## src/rtl/core_pkg.sv

```systemverilog
// Shared types and constants for the load/store path: funct3 size codes,
// LSU state encoding and the registered request record.
package core_pkg;

  localparam logic [2:0] F3_B  = 3'd0;
  localparam logic [2:0] F3_H  = 3'd1;
  localparam logic [2:0] F3_W  = 3'd2;
  localparam logic [2:0] F3_BU = 3'd4;
  localparam logic [2:0] F3_HU = 3'd5;

  typedef enum logic [1:0] {
    IDLE = 2'd0,
    BUSY = 2'd1,
    RESP = 2'd2
  } lsu_state_t;

  typedef struct packed {
    logic        is_store;
    logic [2:0]  funct3;
    logic [31:0] addr;
    logic [31:0] wdata;
  } mem_req_t;

endpackage

```

## src/rtl/mem_if.sv

```systemverilog
// Word-wide data-memory port: master drives the request, slave returns
// ready and read data.
interface mem_if;
  logic        m_valid;
  logic [31:0] m_addr;
  logic [31:0] m_wdata;
  logic [3:0]  m_wstrb;
  logic        s_ready;
  logic [31:0] s_rdata;

  modport master (
    output m_valid, m_addr, m_wdata, m_wstrb,
    input  s_ready, s_rdata
  );

  modport slave (
    input  m_valid, m_addr, m_wdata, m_wstrb,
    output s_ready, s_rdata
  );
endinterface

```

## src/rtl/lsu_align.sv

```systemverilog
// Combinational size/alignment decode: fault detection, store lane strobes and
// replicated write data, and load-lane extraction with sign/zero extension.
module lsu_align
  import core_pkg::*;
(
  input  logic        i_is_store,
  input  logic [2:0]  i_funct3,
  input  logic [1:0]  i_addr_lo,
  input  logic [31:0] i_wdata,
  input  logic [31:0] i_rdata,
  output logic [3:0]  o_wstrb,
  output logic [31:0] o_lane_wdata,
  output logic [31:0] o_ext_rdata,
  output logic        o_misaligned,
  output logic        o_illegal
);

  logic [7:0]  w_byte;
  logic [15:0] w_half;
  logic        w_raw_mis;

  always_comb begin
    case (i_addr_lo)
      2'd0:    w_byte = i_rdata[7:0];
      2'd1:    w_byte = i_rdata[15:8];
      2'd2:    w_byte = i_rdata[23:16];
      default: w_byte = i_rdata[31:24];
    endcase
    w_half = i_addr_lo[1] ? i_rdata[31:16] : i_rdata[15:0];
  end

  always_comb begin
    o_illegal = i_is_store ? (i_funct3 > F3_W)
                           : ((i_funct3 == 3'd3) || (i_funct3[2:1] == 2'b11));
    case (i_funct3[1:0])
      2'b01:   w_raw_mis = i_addr_lo[0];
      2'b10:   w_raw_mis = |i_addr_lo;
      default: w_raw_mis = 1'b0;
    endcase
    // Illegal wins, so a bad funct3 never also reports misalignment
    o_misaligned = w_raw_mis & ~o_illegal;
  end

  always_comb begin
    o_wstrb = 4'b0000;
    if (i_is_store && !o_illegal) begin
      case (i_funct3[1:0])
        2'b00:   o_wstrb = 4'b0001 << i_addr_lo;
        2'b01:   o_wstrb = 4'b0011 << i_addr_lo;
        2'b10:   o_wstrb = 4'b1111;
        default: o_wstrb = 4'b0000;
      endcase
    end
  end

  always_comb begin
    case (i_funct3[1:0])
      2'b00:   o_lane_wdata = {4{i_wdata[7:0]}};
      2'b01:   o_lane_wdata = {2{i_wdata[15:0]}};
      default: o_lane_wdata = i_wdata;
    endcase
  end

  always_comb begin
    case (i_funct3)
      F3_B:    o_ext_rdata = {{24{w_byte[7]}}, w_byte};
      F3_BU:   o_ext_rdata = {24'h0, w_byte};
      F3_H:    o_ext_rdata = {{16{w_half[15]}}, w_half};
      F3_HU:   o_ext_rdata = {16'h0, w_half};
      F3_W:    o_ext_rdata = i_rdata;
      default: o_ext_rdata = 32'h0;
    endcase
  end

endmodule

```

## src/rtl/lsu.sv

```systemverilog
// Load/store unit: accepts one pipeline request at a time, issues it on the
// data-memory port and returns a single-cycle registered response.
module lsu
  import core_pkg::*;
(
  input  logic        i_clk,
  input  logic        i_rst,
  input  logic        i_req_valid,
  output logic        o_req_ready,
  input  logic        i_req_is_store,
  input  logic [2:0]  i_req_funct3,
  input  logic [31:0] i_req_addr,
  input  logic [31:0] i_req_wdata,
  mem_if.master       dmem,
  output logic        o_resp_valid,
  output logic [31:0] o_resp_rdata,
  output logic        o_resp_misaligned,
  output logic        o_resp_illegal
);

  lsu_state_t  r_state;
  mem_req_t    r_req;
  logic        r_m_valid;
  logic [31:0] r_m_wdata;
  logic [3:0]  r_m_wstrb;
  logic        r_resp_valid;
  logic [31:0] r_resp_rdata;
  logic        r_resp_misaligned;
  logic        r_resp_illegal;

  mem_req_t    w_req_in;
  logic        w_sel_is_store;
  logic [2:0]  w_sel_funct3;
  logic [1:0]  w_sel_addr_lo;
  logic [31:0] w_sel_wdata;
  logic [3:0]  w_wstrb;
  logic [31:0] w_lane_wdata;
  logic [31:0] w_ext_rdata;
  logic        w_misaligned;
  logic        w_illegal;

  assign w_req_in = '{is_store: i_req_is_store, funct3: i_req_funct3,
                      addr: i_req_addr, wdata: i_req_wdata};

  // The decoder sees the incoming request while idle, the held one otherwise
  assign w_sel_is_store = (r_state == IDLE) ? w_req_in.is_store  : r_req.is_store;
  assign w_sel_funct3   = (r_state == IDLE) ? w_req_in.funct3    : r_req.funct3;
  assign w_sel_addr_lo  = (r_state == IDLE) ? w_req_in.addr[1:0] : r_req.addr[1:0];
  assign w_sel_wdata    = (r_state == IDLE) ? w_req_in.wdata     : r_req.wdata;

  lsu_align u_align (
    .i_is_store   (w_sel_is_store),
    .i_funct3     (w_sel_funct3),
    .i_addr_lo    (w_sel_addr_lo),
    .i_wdata      (w_sel_wdata),
    .i_rdata      (dmem.s_rdata),
    .o_wstrb      (w_wstrb),
    .o_lane_wdata (w_lane_wdata),
    .o_ext_rdata  (w_ext_rdata),
    .o_misaligned (w_misaligned),
    .o_illegal    (w_illegal)
  );

  always_ff @(posedge i_clk) begin
    if (i_rst) begin
      r_state           <= IDLE;
      r_req             <= '0;
      r_m_valid         <= 1'b0;
      r_m_wdata         <= 32'h0;
      r_m_wstrb         <= 4'h0;
      r_resp_valid      <= 1'b0;
      r_resp_rdata      <= 32'h0;
      r_resp_misaligned <= 1'b0;
      r_resp_illegal    <= 1'b0;
    end else begin
      case (r_state)
        IDLE: begin
          if (i_req_valid) begin
            r_req <= w_req_in;
            if (w_illegal || w_misaligned) begin
              r_state           <= RESP;
              r_resp_valid      <= 1'b1;
              r_resp_rdata      <= 32'h0;
              r_resp_illegal    <= w_illegal;
              r_resp_misaligned <= w_misaligned;
            end else begin
              r_state   <= BUSY;
              r_m_valid <= 1'b1;
              r_m_wstrb <= w_wstrb;
              r_m_wdata <= w_lane_wdata;
            end
          end
        end
        BUSY: begin
          if (dmem.s_ready) begin
            r_state      <= RESP;
            r_m_valid    <= 1'b0;
            r_m_wstrb    <= 4'h0;
            r_m_wdata    <= 32'h0;
            r_resp_valid <= 1'b1;
            r_resp_rdata <= r_req.is_store ? 32'h0 : w_ext_rdata;
          end
        end
        RESP: begin
          r_state           <= IDLE;
          r_resp_valid      <= 1'b0;
          r_resp_rdata      <= 32'h0;
          r_resp_misaligned <= 1'b0;
          r_resp_illegal    <= 1'b0;
        end
        default: r_state <= IDLE;
      endcase
    end
  end

  assign o_req_ready       = (r_state == IDLE);
  assign dmem.m_valid      = r_m_valid;
  assign dmem.m_addr       = {r_req.addr[31:2], 2'b00};
  assign dmem.m_wdata      = r_m_wdata;
  assign dmem.m_wstrb      = r_m_wstrb;
  assign o_resp_valid      = r_resp_valid;
  assign o_resp_rdata      = r_resp_rdata;
  assign o_resp_misaligned = r_resp_misaligned;
  assign o_resp_illegal    = r_resp_illegal;

endmodule

```

## src/flat_wrapper.sv

```systemverilog
// flat-port wrapper written by rule: the top's interface ports become plain ports
module lsu_flat import core_pkg::*;
  (i_clk, i_rst, i_req_valid, o_req_ready, i_req_is_store, i_req_funct3, i_req_addr, i_req_wdata, o_resp_valid, o_resp_rdata, o_resp_misaligned, o_resp_illegal, dmem_m_valid, dmem_m_addr, dmem_m_wdata, dmem_m_wstrb, dmem_s_ready, dmem_s_rdata);
  mem_if dmem_i ();
  input  logic i_clk;
  input  logic i_rst;
  input  logic i_req_valid;
  output logic o_req_ready;
  input  logic i_req_is_store;
  input  logic [2:0] i_req_funct3;
  input  logic [31:0] i_req_addr;
  input  logic [31:0] i_req_wdata;
  output logic o_resp_valid;
  output logic [31:0] o_resp_rdata;
  output logic o_resp_misaligned;
  output logic o_resp_illegal;
  output wire logic [$bits(dmem_i.m_valid)-1:0] dmem_m_valid;
  output wire logic [$bits(dmem_i.m_addr)-1:0] dmem_m_addr;
  output wire logic [$bits(dmem_i.m_wdata)-1:0] dmem_m_wdata;
  output wire logic [$bits(dmem_i.m_wstrb)-1:0] dmem_m_wstrb;
  input wire logic [$bits(dmem_i.s_ready)-1:0] dmem_s_ready;
  input wire logic [$bits(dmem_i.s_rdata)-1:0] dmem_s_rdata;
  assign dmem_m_valid = dmem_i.m_valid;
  assign dmem_m_addr = dmem_i.m_addr;
  assign dmem_m_wdata = dmem_i.m_wdata;
  assign dmem_m_wstrb = dmem_i.m_wstrb;
  assign dmem_i.s_ready = dmem_s_ready;
  assign dmem_i.s_rdata = dmem_s_rdata;
  lsu u_core (.i_clk(i_clk), .i_rst(i_rst), .i_req_valid(i_req_valid), .o_req_ready(o_req_ready), .i_req_is_store(i_req_is_store), .i_req_funct3(i_req_funct3), .i_req_addr(i_req_addr), .i_req_wdata(i_req_wdata), .dmem(dmem_i), .o_resp_valid(o_resp_valid), .o_resp_rdata(o_resp_rdata), .o_resp_misaligned(o_resp_misaligned), .o_resp_illegal(o_resp_illegal));
endmodule
```

## config.mk

```make
export PLATFORM = sky130hd
export DESIGN_NAME = lsu_flat
export DESIGN_NICKNAME = d
export VERILOG_FILES = /design/src/rtl/core_pkg.sv /design/src/rtl/mem_if.sv /design/src/rtl/lsu_align.sv /design/src/rtl/lsu.sv /design/src/flat_wrapper.sv
export SDC_FILE = /design/constraint.sdc
export NUM_CORES = 1
export LEC_CHECK = 0
export BUFFER_PORTS_ARGS = -buffer_cell sky130_fd_sc_hd__buf_4
export CAP_MARGIN = 20
export CORE_UTILIZATION = 54
export CTS_CLUSTER_SIZE = 20
export DETAILED_ROUTE_END_ITERATION = 10
export PLACE_DENSITY = 0.87
export SLEW_MARGIN = 30
export SYNTH_ARGS = -nofsm -noshare
export SYNTH_HDL_FRONTEND = slang
export SYNTH_SLANG_ARGS = --single-unit
```

## constraint.sdc

```tcl
create_clock -name i_clk -period 5.59 [get_ports i_clk]
set_clock_uncertainty 0.15 [all_clocks]
set_input_delay 0.2795 -clock i_clk [delete_from_list [all_inputs] [get_ports i_clk]]
set_output_delay 0.2795 -clock i_clk [all_outputs]
set_load 0.01 [all_outputs]
```

# --- Word-level counts from Yosys, hierarchy flattened ---
# Index checks and enable logic that the tools add are counted.
totals:
  reg_bits: 110
  inputBits: 104
  output_inout_bits: 105
  word_cells: 91
classes:
  order_cmp: 1
  eq_ne: 16
  shifts: 2
  n_mux: 42
  n_bitwise: 2
  reduce_logical: 17
op_table:
  columns: ["op", "n"]
  rows:
  - ["$mux 32", 7]
  - ["$pmux 32 s5", 1]
  - ["$pmux 32 s2", 2]
  - ["$pmux 32 s3", 1]
  - ["$pmux 8 s3", 1]
  - ["$mux 16", 1]
  - ["$mux 4", 4]
  - ["$mux 1", 12]
  - ["$pmux 4 s3", 1]
  - ["$eq 2x2->1 const B", 4]
  - ["$mux 2", 4]
  - ["$pmux 1 s2", 4]
  - ["$pmux 4 s2", 1]
  - ["$reduce_and 4->1", 2]
  - ["$eq 2x1->1 const B", 3]
  - ["$eq 3x2->1 const B", 2]
  - ["$eq 3x3->1 const B", 2]
  - ["$logic_not 2->1", 3]
  - ["$ne 2x2->1 const B", 3]
  - ["$pmux 2 s2", 1]
  - ["$reduce_and 2->1", 2]
  - ["$reduce_bool 2->1", 2]
  - ["$shl 1x2->4 const A", 1]
  - ["$shl 2x2->4 const A", 1]
  - ["other kinds (14)", 15]

# --- Longest topological paths before layout ---
logic_depth:
  depth_word: 11
  mapped_depth: 13
  depth_no_buf: 10

# --- By module ---
# A second synthesis with hierarchy kept.
unflattened:
  hier_cells: 792
  area_unflattened_um2: 6960.4
modules_own_cells:
  columns: ["module", "n_inst", "cells_each", "area_per_inst_um2", "seq_area_each_um2"]
  rows:
  - ["lsu", 1, 597, 5596.6, 2842.7]
  - ["lsu_align", 1, 195, 1363.8, 0.0]

# --- Least setup slack after synthesis ---
# Ideal clock, no wire load.
synth_path:
  path_type: "flip-flop to flip-flop"
  startpoint: "register u_core.r_state[1]"
  endpoint: "register u_core.r_m_wdata[3] (netlist: u_core.dmem.m_wdata[3])"
  arrival_ns: 2.820
  setup_slack_ns: 2.503
  path_stages_with_launch: 14
  synth_period_minus_slack_ns: 3.087
  path_cell_list: "dfxtp_1 > buf_6 > or2_4 > inv_6 > buf_12 > mux2i_1 > inv_1 > ha_1 > or3_1 > a21o_2 > a211oi_2 > nor3_4 > buf_6 > a22o_1"
synth_between:
  elab_chain_cells: 10
  word_cells_on_any_way: 23
synth_rtl:
  columns: ["element", "line_no", "rtl"]
  rows:
  - ["start, declared", "lsu.sv:21", "lsu_state_t r_state;"]
  - ["start signal, assigned", "lsu.sv:66", "r_state <= IDLE;"]
  - ["start signal, assigned", "lsu.sv:81", "r_state <= RESP;"]
  - ["start signal, assigned", "lsu.sv:87", "r_state <= BUSY;"]
  - ["$logic_not 2->1 (*)", null, null]
  - ["named net o_req_ready", "flat_wrapper.sv:8", "output logic o_req_ready;"]
  - ["branches (longest 9 deep; another with $gt 3x2->1)", null, null]
  - ["end signal, assigned", "lsu.sv:90", "r_m_wdata <= w_lane_wdata;"]
  - ["end, declared", "lsu.sv:24", "logic [31:0] r_m_wdata;"]
# Mark *: on every way through the listed nets, which the timed path passes.
# A chain may end at the register's enable or synchronous reset.

# --- Worst setup path in the final report ---
layout_path:
  startpoint: "register u_core.r_state[1]"
  endpoint: "register u_core.r_resp_rdata[6] (netlist: u_core.o_resp_rdata[6])"
layout_between:
  elab_chain_cells: 10
  word_cells_on_any_way: 37
layout_rtl:
  columns: ["element", "line_no", "rtl"]
  rows:
  - ["branches (longest 10 deep; another with $pmux 32 s5)", null, null]
  - ["end signal, assigned", "lsu.sv:101", "r_resp_rdata <= r_req.is_store ? 32'h0 : w_ext_rdata;"]
  - ["end, declared", "lsu.sv:27", "logic [31:0] r_resp_rdata;"]
# Several ways; the timed one is not identified. The select of a mux whose other input is x is not followed.

==> results.sh <==
export IMPL_status="complete, no violations"
export IMPL_slew_viol_final=0
export IMPL_htree_num_levels=3
export IMPL_core_area_um2=9910
export IMPL_setup_violations_final=0
export IMPL_fp_row_count=36
export IMPL_p_switching_w=0.00105
export IMPL_gr_usage_met3_pct=6.61
export IMPL_fin_cells=933
export IMPL_drc_errors=0
export IMPL_yosys_area_top_type_share_pct=39.5
export IMPL_ys_async_sr_fraction_pct=0
export IMPL_cp_end_kind="register"
export IMPL_gp_congestion=0.903
export IMPL_intPower_w=0.00160
export IMPL_p_seq_share_pct=36.7
export IMPL_worstPathMaxFanout=24
export IMPL_rsz0062_at_grt="false"
export IMPL_fillers=731
export IMPL_synth_cell_types=65
export IMPL_cp_slowest_stage_delay_ps=780
export IMPL_clock_sinks=110
export IMPL_power_density_nw_per_um2=359
export IMPL_place_inst=885
export IMPL_routed_wl_um=16700
export IMPL_vias_per_cell=5.85
export IMPL_final_cell_mix="208 x buf_4, 116 x nand2_1, 110 x dfxtp_1"
export IMPL_syn_area_um2=5580
export IMPL_vias=5460
export IMPL_ys_seq_elements=110
export IMPL_p_clk_share_pct=19.2
export IMPL_period_needed_ps=3970
export IMPL_seq_area_um2=2200
export IMPL_crit_chain="or2_4, inv_6, mux2i_1, ha_1, inv_1, nor2_2, a221oi_1, a311o_1, o21ai_1"
export IMPL_fin_nets=903
export IMPL_clk_latency_ps=370
export IMPL_grt_max_degree=64
export IMPL_area_delta_synth_final_pct=32.5
export IMPL_met2_usage_pct=51.5
export IMPL_worst_path_buf_inv=2
export IMPL_synth_edf_count=0
export IMPL_ys_warn_count=0
export IMPL_multi_input_area_um2=2800
export IMPL_cts_tree="done"
export IMPL_fmax_mhz=252
export IMPL_worst_slew_pin_slew_ps=946
export IMPL_postRouteAntennaNets=0
export IMPL_antenna_found_initial=0
export IMPL_grt_pass1_wl_um=26600
export IMPL_cts_root_buf="clkbuf_8"
export IMPL_timing_setup_tns_ps=0
export IMPL_hold_class="in2reg"
export IMPL_cts_buffers=9
export IMPL_clk_pin_slew_ps=110
export IMPL_dr_pass1_iters=5
export IMPL_layout_commonest_cell="buf_4"
export IMPL_synth_area_leaders="dfxtp_1 39%, nand2_1 7.9%, a21oi_1 6.8%, buf_4 4.4%, o32ai_2 4.4%"
export IMPL_start_util_pct=56.3
export IMPL_drv_cap=0
export IMPL_switching_share_pct=39.6
export IMPL_crit_slowest_cell="nor2_2"
export IMPL_port_buffers=206
export IMPL_criticalPathCategory="reg2reg"
export IMPL_use_met1_pct=37.2
export IMPL_fin_util_pct=74.6
export IMPL_post_cts_buffers=0
export IMPL_startpoint_type="register"
export IMPL_cpLargestDelayFamily="simple AND/OR/NAND/NOR gates"
export IMPL_die_area_um2=10700
export IMPL_grt_busiest_layer="met2"
export IMPL_p_comb_share_pct=44.0
export IMPL_place_hpwl_um=11600
export IMPL_ys_flop_type="dfxtp_1"
export IMPL_clock_tree_buffer_depth=2
export IMPL_arrival_ps=4140
export IMPL_period_share_pct=71.1
export IMPL_finalHoldViolCount=0
export IMPL_ys_seq_area_share_pct=39.5
export IMPL_die_h_um=104
export IMPL_synth_cells=620
export IMPL_avgRoutedWirePerCell_um=17.9
export IMPL_grt_pass1_vias=5190
export IMPL_p_leak_nw=3.10
export IMPL_die_w_um=104
export IMPL_peakVddDrop_mv=0.200
export IMPL_syn_avg_cell_area_um2=8.99
export IMPL_slew_headroom_pct=35.7
export IMPL_antennaDiodeCount=0
export IMPL_worstPathRequired_ps=5750
export IMPL_track_usage_pct=30.5
export IMPL_drt_initial_drc_count=447
export IMPL_synth_top_area_cell="dfxtp_1"
export IMPL_num_io_pins=209
export IMPL_drive_gt1_share_pct=35.1
export IMPL_overflow=0
path summary, 6_finish.rpt:
check,startpoint,endpoint,slack [ps],depth (start not counted)
worst min register to register,u_core.o_resp_rdata[2],u_core.o_resp_rdata[2],310,2
worst max register to register,u_core.r_state[1],u_core.o_resp_rdata[6],1620,9
worst min-delay path,i_req_funct3[2],u_core.r_req[66],20,3
worst max-delay path,u_core.r_state[1],u_core.o_resp_rdata[6],1620,9
repair_timing:
| item | in CTS | in global routing |
|---|---|---|
| hold buffers | 30 | 1 |
| endpoints found under the setup margin | 0 | 0 |
| resized for setup | 0 | 0 |
| endpoints found under the hold margin | 30 | 1 |
through the flow:
stage / worst slack [ps] / hold slack, ps / total power, W / instance area (um2)
6_report: 1620 / 20.9 / 0.00265 / 7390
5_1_grt: 1370 / 7.37 / 0.00280 / 7390
4_1_cts: 1440 / 2.88 / 0.00262 / 7350
3_5_place_dp: 1450 / 298 / 0.00210 / 6830
3_3_place_gp: 1730 / 293 / 0.00206 / 6820
2_1_floorplan: 2500 / 262 / 0.00180 / 5580
layer usage:
layer,share of wire [%],up-vias
li1,-,2556
met1,40,2553
met2,49,310
met3,8.5,41
met4,2.6,0
met5,0,-
state kept, by name, indices dropped and copies added (netlist names):
name and count:
u_core.dmem.m_wdata 32, u_core.dmem.m_addr 30, u_core.r_state 2, u_core.dmem.m_valid 1
u_core.o_resp_illegal 1, u_core.o_resp_rdata 32, u_core.o_resp_misaligned 1, u_core.o_resp_valid 1
u_core.dmem.m_wstrb 4, u_core.r_req 6
Yosys cell counts, types with 9 or more instances:
library cell / number
nor2_1: 13
a22oi_1: 14
a22o_1: 16
dfxtp_1: 110
clkbuf_1: 26
o2bb2ai_1: 10
a21oi_1: 76
buf_4: 33
o32ai_2: 15
o221ai_1: 9
nand2_1: 118
buf_2: 9
o21ai_0: 11
o2bb2ai_2: 15
mux2i_1: 14
inv_1: 23
worst register-to-register path, cell delays in order (launching register included):
cell	delay, ps
dfxtp_1	470
or2_4	360
inv_6	150
mux2i_1	410
ha_1	750
inv_1	170
nor2_2	780
a221oi_1	230
a311o_1	370
o21ai_1	70
cell families after synthesis:
group / synth area share [%]
other: 0.0673
DFF: 39.5
buffers and inverters: 10.7
muxes: 4.38
adders and majority gates: 0.898
AOI/OAI and AO/OA: 32.5
and+or+nand+nor: 12.0
power groups by stage:
stage	Sequential [W]	Combinational, W	Clock (W)
finish	0.000974	0.00117	0.000510
global route	0.000986	0.00126	0.000555
CTS	0.000971	0.00113	0.000519
detailed placement	0.000984	0.00111	0
global placement	0.000983	0.00107	0
floorplan	0.000994	0.000805	0
area by class of cell:
type,count,area share (%)
Tap cell,133,2.25
Clock buffer,10,1.86
Multi-Input combinational cell,408,38.0
Timing Repair Buffer,241,25.7
Inverter,25,1.34
Sequential cell,110,29.8
Clock inverter,6,1.10
Note: power is estimated with default switching activity, not from simulation.
